<file path="config.mk">
export PLATFORM = sky130hd
export DESIGN_NAME = seven_seg_scan_driver
export DESIGN_NICKNAME = d
export VERILOG_FILES = /design/src/rtl/seven_seg_scan_driver.sv
export SDC_FILE = /design/constraint.sdc
export NUM_CORES = 1
export LEC_CHECK = 0
export ABC_AREA = 1
export BUFFER_PORTS_ARGS = -buffer_cell sky130_fd_sc_hd__clkbuf_2
export CORE_MARGIN = 2
export CORE_UTILIZATION = 30
export CTS_BUF_LIST = sky130_fd_sc_hd__clkbuf_16
export DETAILED_ROUTE_END_ITERATION = 10
export GPL_ROUTABILITY_DRIVEN = 1
export PLACE_DENSITY = 0.45
export SYNTH_ARGS = -nofsm -noshare
export SYNTH_HDL_FRONTEND = slang
export SYNTH_SLANG_ARGS = --single-unit
</file>
<file path="constraint.sdc">
create_clock -name clk -period 4.57 [get_ports clk]
set_clock_uncertainty 0.15 [all_clocks]
set_input_delay 0.914 -clock clk [delete_from_list [all_inputs] [get_ports clk]]
set_output_delay 0.914 -clock clk [all_outputs]
set_load 0.02 [all_outputs]
</file>
<file path="src/rtl/seven_seg_scan_driver.sv">
// Time-multiplexed N-digit seven-segment driver with frame-synchronous, tear-free data update.
// Optional macro SEG_LZ_SUPPRESS_EN enables leading-zero suppression on the displayed data.
module seven_seg_scan_driver #(
  parameter int DIGITS      = 4,
  parameter int REFRESH_DIV = 100000,
  parameter bit ACTIVE_LOW  = 1'b1
) (
  input  logic                  clk,
  input  logic                  rst,
  input  logic [4*DIGITS-1:0]   value,
  input  logic [DIGITS-1:0]     dp_in,
  input  logic [DIGITS-1:0]     blank_in,
  input  logic                  load,
  output logic                  pending,
  output logic                  frame_tick,
  output logic [6:0]            seg,
  output logic                  dp,
  output logic [DIGITS-1:0]     an
);

  localparam int PW = (REFRESH_DIV > 1) ? $clog2(REFRESH_DIV) : 1;
  localparam int IW = (DIGITS > 1) ? $clog2(DIGITS) : 1;
  localparam logic [PW-1:0]     PRESC_TC = PW'(REFRESH_DIV - 1);
  localparam logic [IW-1:0]     IDX_LAST = IW'(DIGITS - 1);
  localparam logic [6:0]        SEG_POL  = {7{ACTIVE_LOW}};
  localparam logic [DIGITS-1:0] AN_POL   = {DIGITS{ACTIVE_LOW}};

  logic [PW-1:0]       presc_q, presc_d;
  logic [IW-1:0]       idx_q, idx_d;
  logic [4*DIGITS-1:0] sh_val_q, act_val_q, act_val_d;
  logic [DIGITS-1:0]   sh_dp_q, act_dp_q, act_dp_d;
  logic [DIGITS-1:0]   sh_blank_q, act_blank_q, act_blank_d;
  logic                pending_q, wrap_q, tick_q;
  logic [6:0]          seg_q;
  logic                dp_q;
  logic [DIGITS-1:0]   an_q;

  logic                tc, wrap;
  logic [3:0]          nib;
  logic                dp_sel, blk_sel, seg_off, dp_hi;
  logic [6:0]          seg_hi;
  logic [DIGITS-1:0]   an_hi;
`ifdef SEG_LZ_SUPPRESS_EN
  logic [DIGITS-1:0]   lz;
  logic                above_zero;
`endif

  function automatic logic [6:0] hex2seg(input logic [3:0] h);
    case (h)
      4'h0: return 7'h3F;
      4'h1: return 7'h06;
      4'h2: return 7'h5B;
      4'h3: return 7'h4F;
      4'h4: return 7'h66;
      4'h5: return 7'h6D;
      4'h6: return 7'h7D;
      4'h7: return 7'h07;
      4'h8: return 7'h7F;
      4'h9: return 7'h6F;
      4'hA: return 7'h77;
      4'hB: return 7'h7C;
      4'hC: return 7'h39;
      4'hD: return 7'h5E;
      4'hE: return 7'h79;
      default: return 7'h71;
    endcase
  endfunction

  // Scan timing and active-data update; a load in the wrap cycle bypasses the shadow.
  always_comb begin
    tc      = (presc_q == PRESC_TC);
    wrap    = tc && (idx_q == IDX_LAST);
    presc_d = tc ? '0 : presc_q + 1'b1;
    idx_d   = idx_q;
    if (tc) idx_d = (idx_q == IDX_LAST) ? '0 : idx_q + 1'b1;
    act_val_d   = act_val_q;
    act_dp_d    = act_dp_q;
    act_blank_d = act_blank_q;
    if (wrap) begin
      if (load) begin
        act_val_d   = value;
        act_dp_d    = dp_in;
        act_blank_d = blank_in;
      end else if (pending_q) begin
        act_val_d   = sh_val_q;
        act_dp_d    = sh_dp_q;
        act_blank_d = sh_blank_q;
      end
    end
  end

  always_comb begin
    nib     = '0;
    dp_sel  = 1'b0;
    blk_sel = 1'b0;
    an_hi   = '0;
    for (int i = 0; i < DIGITS; i++) begin
      if (idx_q == IW'(i)) begin
        nib      = act_val_q[4*i +: 4];
        dp_sel   = act_dp_q[i];
        blk_sel  = act_blank_q[i];
        an_hi[i] = 1'b1;
      end
    end
`ifdef SEG_LZ_SUPPRESS_EN
    lz         = '0;
    above_zero = 1'b1;
    for (int i = DIGITS - 1; i >= 1; i--) begin
      above_zero = above_zero && (act_val_q[4*i +: 4] == 4'h0);
      lz[i]      = above_zero;
    end
    seg_off = blk_sel || ((lz & an_hi) != '0);
`else
    seg_off = blk_sel;
`endif
    seg_hi = seg_off ? 7'h00 : hex2seg(nib);
    dp_hi  = dp_sel & ~blk_sel;
  end

  always_ff @(posedge clk or posedge rst) begin
    if (rst) begin
      presc_q     <= '0;
      idx_q       <= '0;
      sh_val_q    <= '0;
      sh_dp_q     <= '0;
      sh_blank_q  <= '0;
      act_val_q   <= '0;
      act_dp_q    <= '0;
      act_blank_q <= '0;
      pending_q   <= 1'b0;
      wrap_q      <= 1'b0;
      tick_q      <= 1'b0;
      seg_q       <= SEG_POL;
      dp_q        <= ACTIVE_LOW;
      an_q        <= AN_POL;
    end else begin
      presc_q <= presc_d;
      idx_q   <= idx_d;
      if (load) begin
        sh_val_q   <= value;
        sh_dp_q    <= dp_in;
        sh_blank_q <= blank_in;
      end
      act_val_q   <= act_val_d;
      act_dp_q    <= act_dp_d;
      act_blank_q <= act_blank_d;
      pending_q   <= wrap ? 1'b0 : (load | pending_q);
      // Outputs lag the index by one cycle, so the tick is delayed to line up with digit 0.
      wrap_q      <= wrap;
      tick_q      <= wrap_q;
      seg_q       <= seg_hi ^ SEG_POL;
      dp_q        <= dp_hi ^ ACTIVE_LOW;
      an_q        <= an_hi ^ AN_POL;
    end
  end

  assign pending    = pending_q;
  assign frame_tick = tick_q;
  assign seg        = seg_q;
  assign dp         = dp_q;
  assign an         = an_q;

endmodule

</file>
==> results.ini <==
[finish]
area_growth_pct=18.23
sequential_cell_area_sq_mm=0.002067
final_core_utilization_pct=35.99
layout-drive-gt1-share_pct=17.54
multi_input_gate_area_in_the_final_layout_sq_mm=0.001490
antenna-diode-count=0
fillers=1351
finish.net_count=529

[power]
power.density_mw_per_mm2=365.9
peakVddDrop_v=0.0001884
leakagePower_nw=2.451
design_power_total_mw=1.642

[yosys]
sequential_fraction_of_the_synthesis_area_pct=54.47
synthesis.nets=490
post-synth-top-area-fraction_pct=46.16
post_synth_top_area_cell=dfrtp_1
synthTopCellsByCount=nand2_1 (179), dfrtp_1 (70), nand3_1 (42), inv_1 (34), nor2_1 (23)
synthFlopType=dfrtp_1
synthMostInstantiatedCell=nand2_1
synth_enable_flop_cells=0
yosys_register_bits=82
syn-cell-area_sq_mm=0.003795
netlist_instances=452
synthTopCellsByArea=dfrtp_1 (46%), nand2_1 (18%), dfstp_2 (8.3%)
yosysWarningCount=0
syn-mean-instance-area_sq_um=8.396
ys_async_sr_fraction_pct=100.0
synth_cell_types=27

[sta]
timing.final.crit_share_pct=55.41
finalSetupViolCount=0
drv_slew=0
worstMarginPinSlew_ps=1035
fmax_ghz=0.3949
totalNegativeSetupSlack_ps=0
min_period_ps=2532
worst_slew_margin_rel_pct=30.90
finalHoldViolCount=0
grt_setup_unrepaired=false

[global_route]
antenna_violations_before_repair=0
groute.usage.overall_pct=13.65
grt_max_degree=60
grt_pass1_vias=2891
globalRoute.totalOverflow=0
grt_pass1_wl_mm=14.26

[floorplanning]
floorplan.rows=41
die_w_microns=116.5
chipHeight_microns=116.5
core_area_sq_mm=0.01247
boundaryPins=41
die_area_sq_mm=0.01357
initial_standard_cell_utilization_of_the_core_pct=30.44

[placement]
numPortBuffers=40
gp_congestion=0.7848
dp_hpwl_mm=5.830

[route]
wl_per_cell_microns=12.29
ant_nets=0
route.detailed.vias_per_inst=4.316
dr_total_vias=2883
drt_drc_violations_left=0
drt_first_iter_violations=141
routed_wirelength_mm=8.212
firstDrtPassIters=4

[clock_tree]
clock_tree.htree_level_count=3
clk_root_buffer_cell=clkbuf_16
cts_buffers=9
clkSlewWorstSetupHoldPaths_ps=60
total_of_hold_buffers_inserted_after_clock_tree_synthesis=0
post_cts_resized=0
postCtsSetupBuffers=0
clock_insertion_delay_worst_skew_ps=340
clockBufferDepth=2
cts_tree=built
clock_sink_count=82

[worst_setup_path]
critical_path_source_type=register
timing_worst_setup_path_type=reg2reg
worst_ep_required_time_ps=4650
path_max_fanout=7
critPathArrivalTime_ps=2610
worstSetupEndpointType=register

[hold_path]
hold_path_class=reg2reg

[status]
outcome=finished clean

[run]
maximum_capacitance_violations=0

state kept, by name, indices dropped and copies added, names as in the netlist, 7 cells and up:
register   cells
sh_val_q      16
presc_q       17
act_val_q     16
seg            7
layout make-up:
cell class / count / area share (%)
Clock inverter: 7 / 2.649
Sequential cell: 82 / 46.07
Clock buffer: 9 / 5.020
Multi-Input combinational cell: 314 / 33.21
Tap cell: 172 / 4.796
Inverter: 43 / 3.625
Timing Repair Buffer: 41 / 4.629
final timing paths:
| kind | cells past startpoint | start | slack (ps) | endpoint |
|---|---|---|---|---|
| max | 12 | idx_q[0] | 2040 | seg[3] |
| min | 0 | wrap_q | 210 | frame_tick |
| max reg2reg | 12 | idx_q[0] | 2040 | seg[3] |
| min reg2reg | 0 | wrap_q | 210 | frame_tick |
| max in group asynchronous | 3 | rst | 2700 | seg[5] |
| min in group asynchronous | 2 | rst | 630 | sh_val_q[0] |
per-layer routing:
layer  part of all wire (%)  vias to the layer above  global-route usage (%)
met4                    1.4                        0                   4.841
met2                     45                       47                   20.93
met5                      0                        -                       0
li1                       -                     1504                       -
met1                     49                     1322                   18.71
met3                    4.2                       10                   3.581
where the power goes:
| group | internal [mW] | switching (mW) | leakage (nW) | total, mW |
|---|---|---|---|---|
| Sequential | 0.745 | 0.00481 | 1.04 | 0.750 |
| Clock | 0.535 | 0.300 | 0.167 | 0.834 |
| Combinational | 0.0172 | 0.0401 | 1.24 | 0.0573 |
| Total | 1.30 | 0.345 | 2.45 | 1.64 |
critical path, stage by stage, from the launching register on:
cell and delay [ps]:
dfrtp_1 420, inv_1 100, ha_1 320, inv_2 140, nor2_1 110, nor2_1 50, a21oi_1 410, inv_1 160
ha_1 300, inv_1 50, nand2_1 60, nand3_1 70, nand3_1 80
kinds of logic after synthesis:
logic type	after synthesis	synth area share (%)
AND/OR/NAND/NOR	268	30.04
flip-flops	82	54.47
buffers and inverters	56	6.264
AO/OA/AOI/OAI	27	3.758
adder cells (fa/ha/maj)	11	3.627
XOR/XNOR	8	1.846
cell usage in the layout, fill, tap and decap left out:
cell and instances:
nor2_4 1, a21oi_1 13, clkinvlp_4 1, o21ai_1 3, clkbuf_16 9, bufinv_16 3
nor2_2 2, o211ai_1 3, nand2_4 2, clkinv_4 1, or2_2 1, inv_6 1
clkbuf_2 40, nand4_1 8, nand3_1 42, nand2_2 2, dfrtp_1 70, or2_1 1
nor2_8 1, inv_1 34, nand2_1 179, buf_4 1, nor3_1 6, o21ai_0 8
ha_1 11, nor2_1 23, clkinv_2 1, dfstp_2 12, inv_2 9, xor2_1 8
through the flow:
| stage | instances | area [sq um] | hold WS (ps) | setup slack, ps |
|---|---|---|---|---|
| 4_1_cts | 668 | 4487 | 203.7 | 1991 |
| 2_1_floorplan | 452 | 3795 | 181.2 | 1417 |
| 3_3_place_gp | 652 | 4143 | 195.9 | 2013 |
| 6_report | 668 | 4487 | 206.4 | 2038 |
| 3_5_place_dp | 652 | 4143 | 189.6 | 1973 |
| 5_1_grt | 668 | 4487 | 214.3 | 1748 |
No activity file was read; power rests on OpenSTA's default activity.
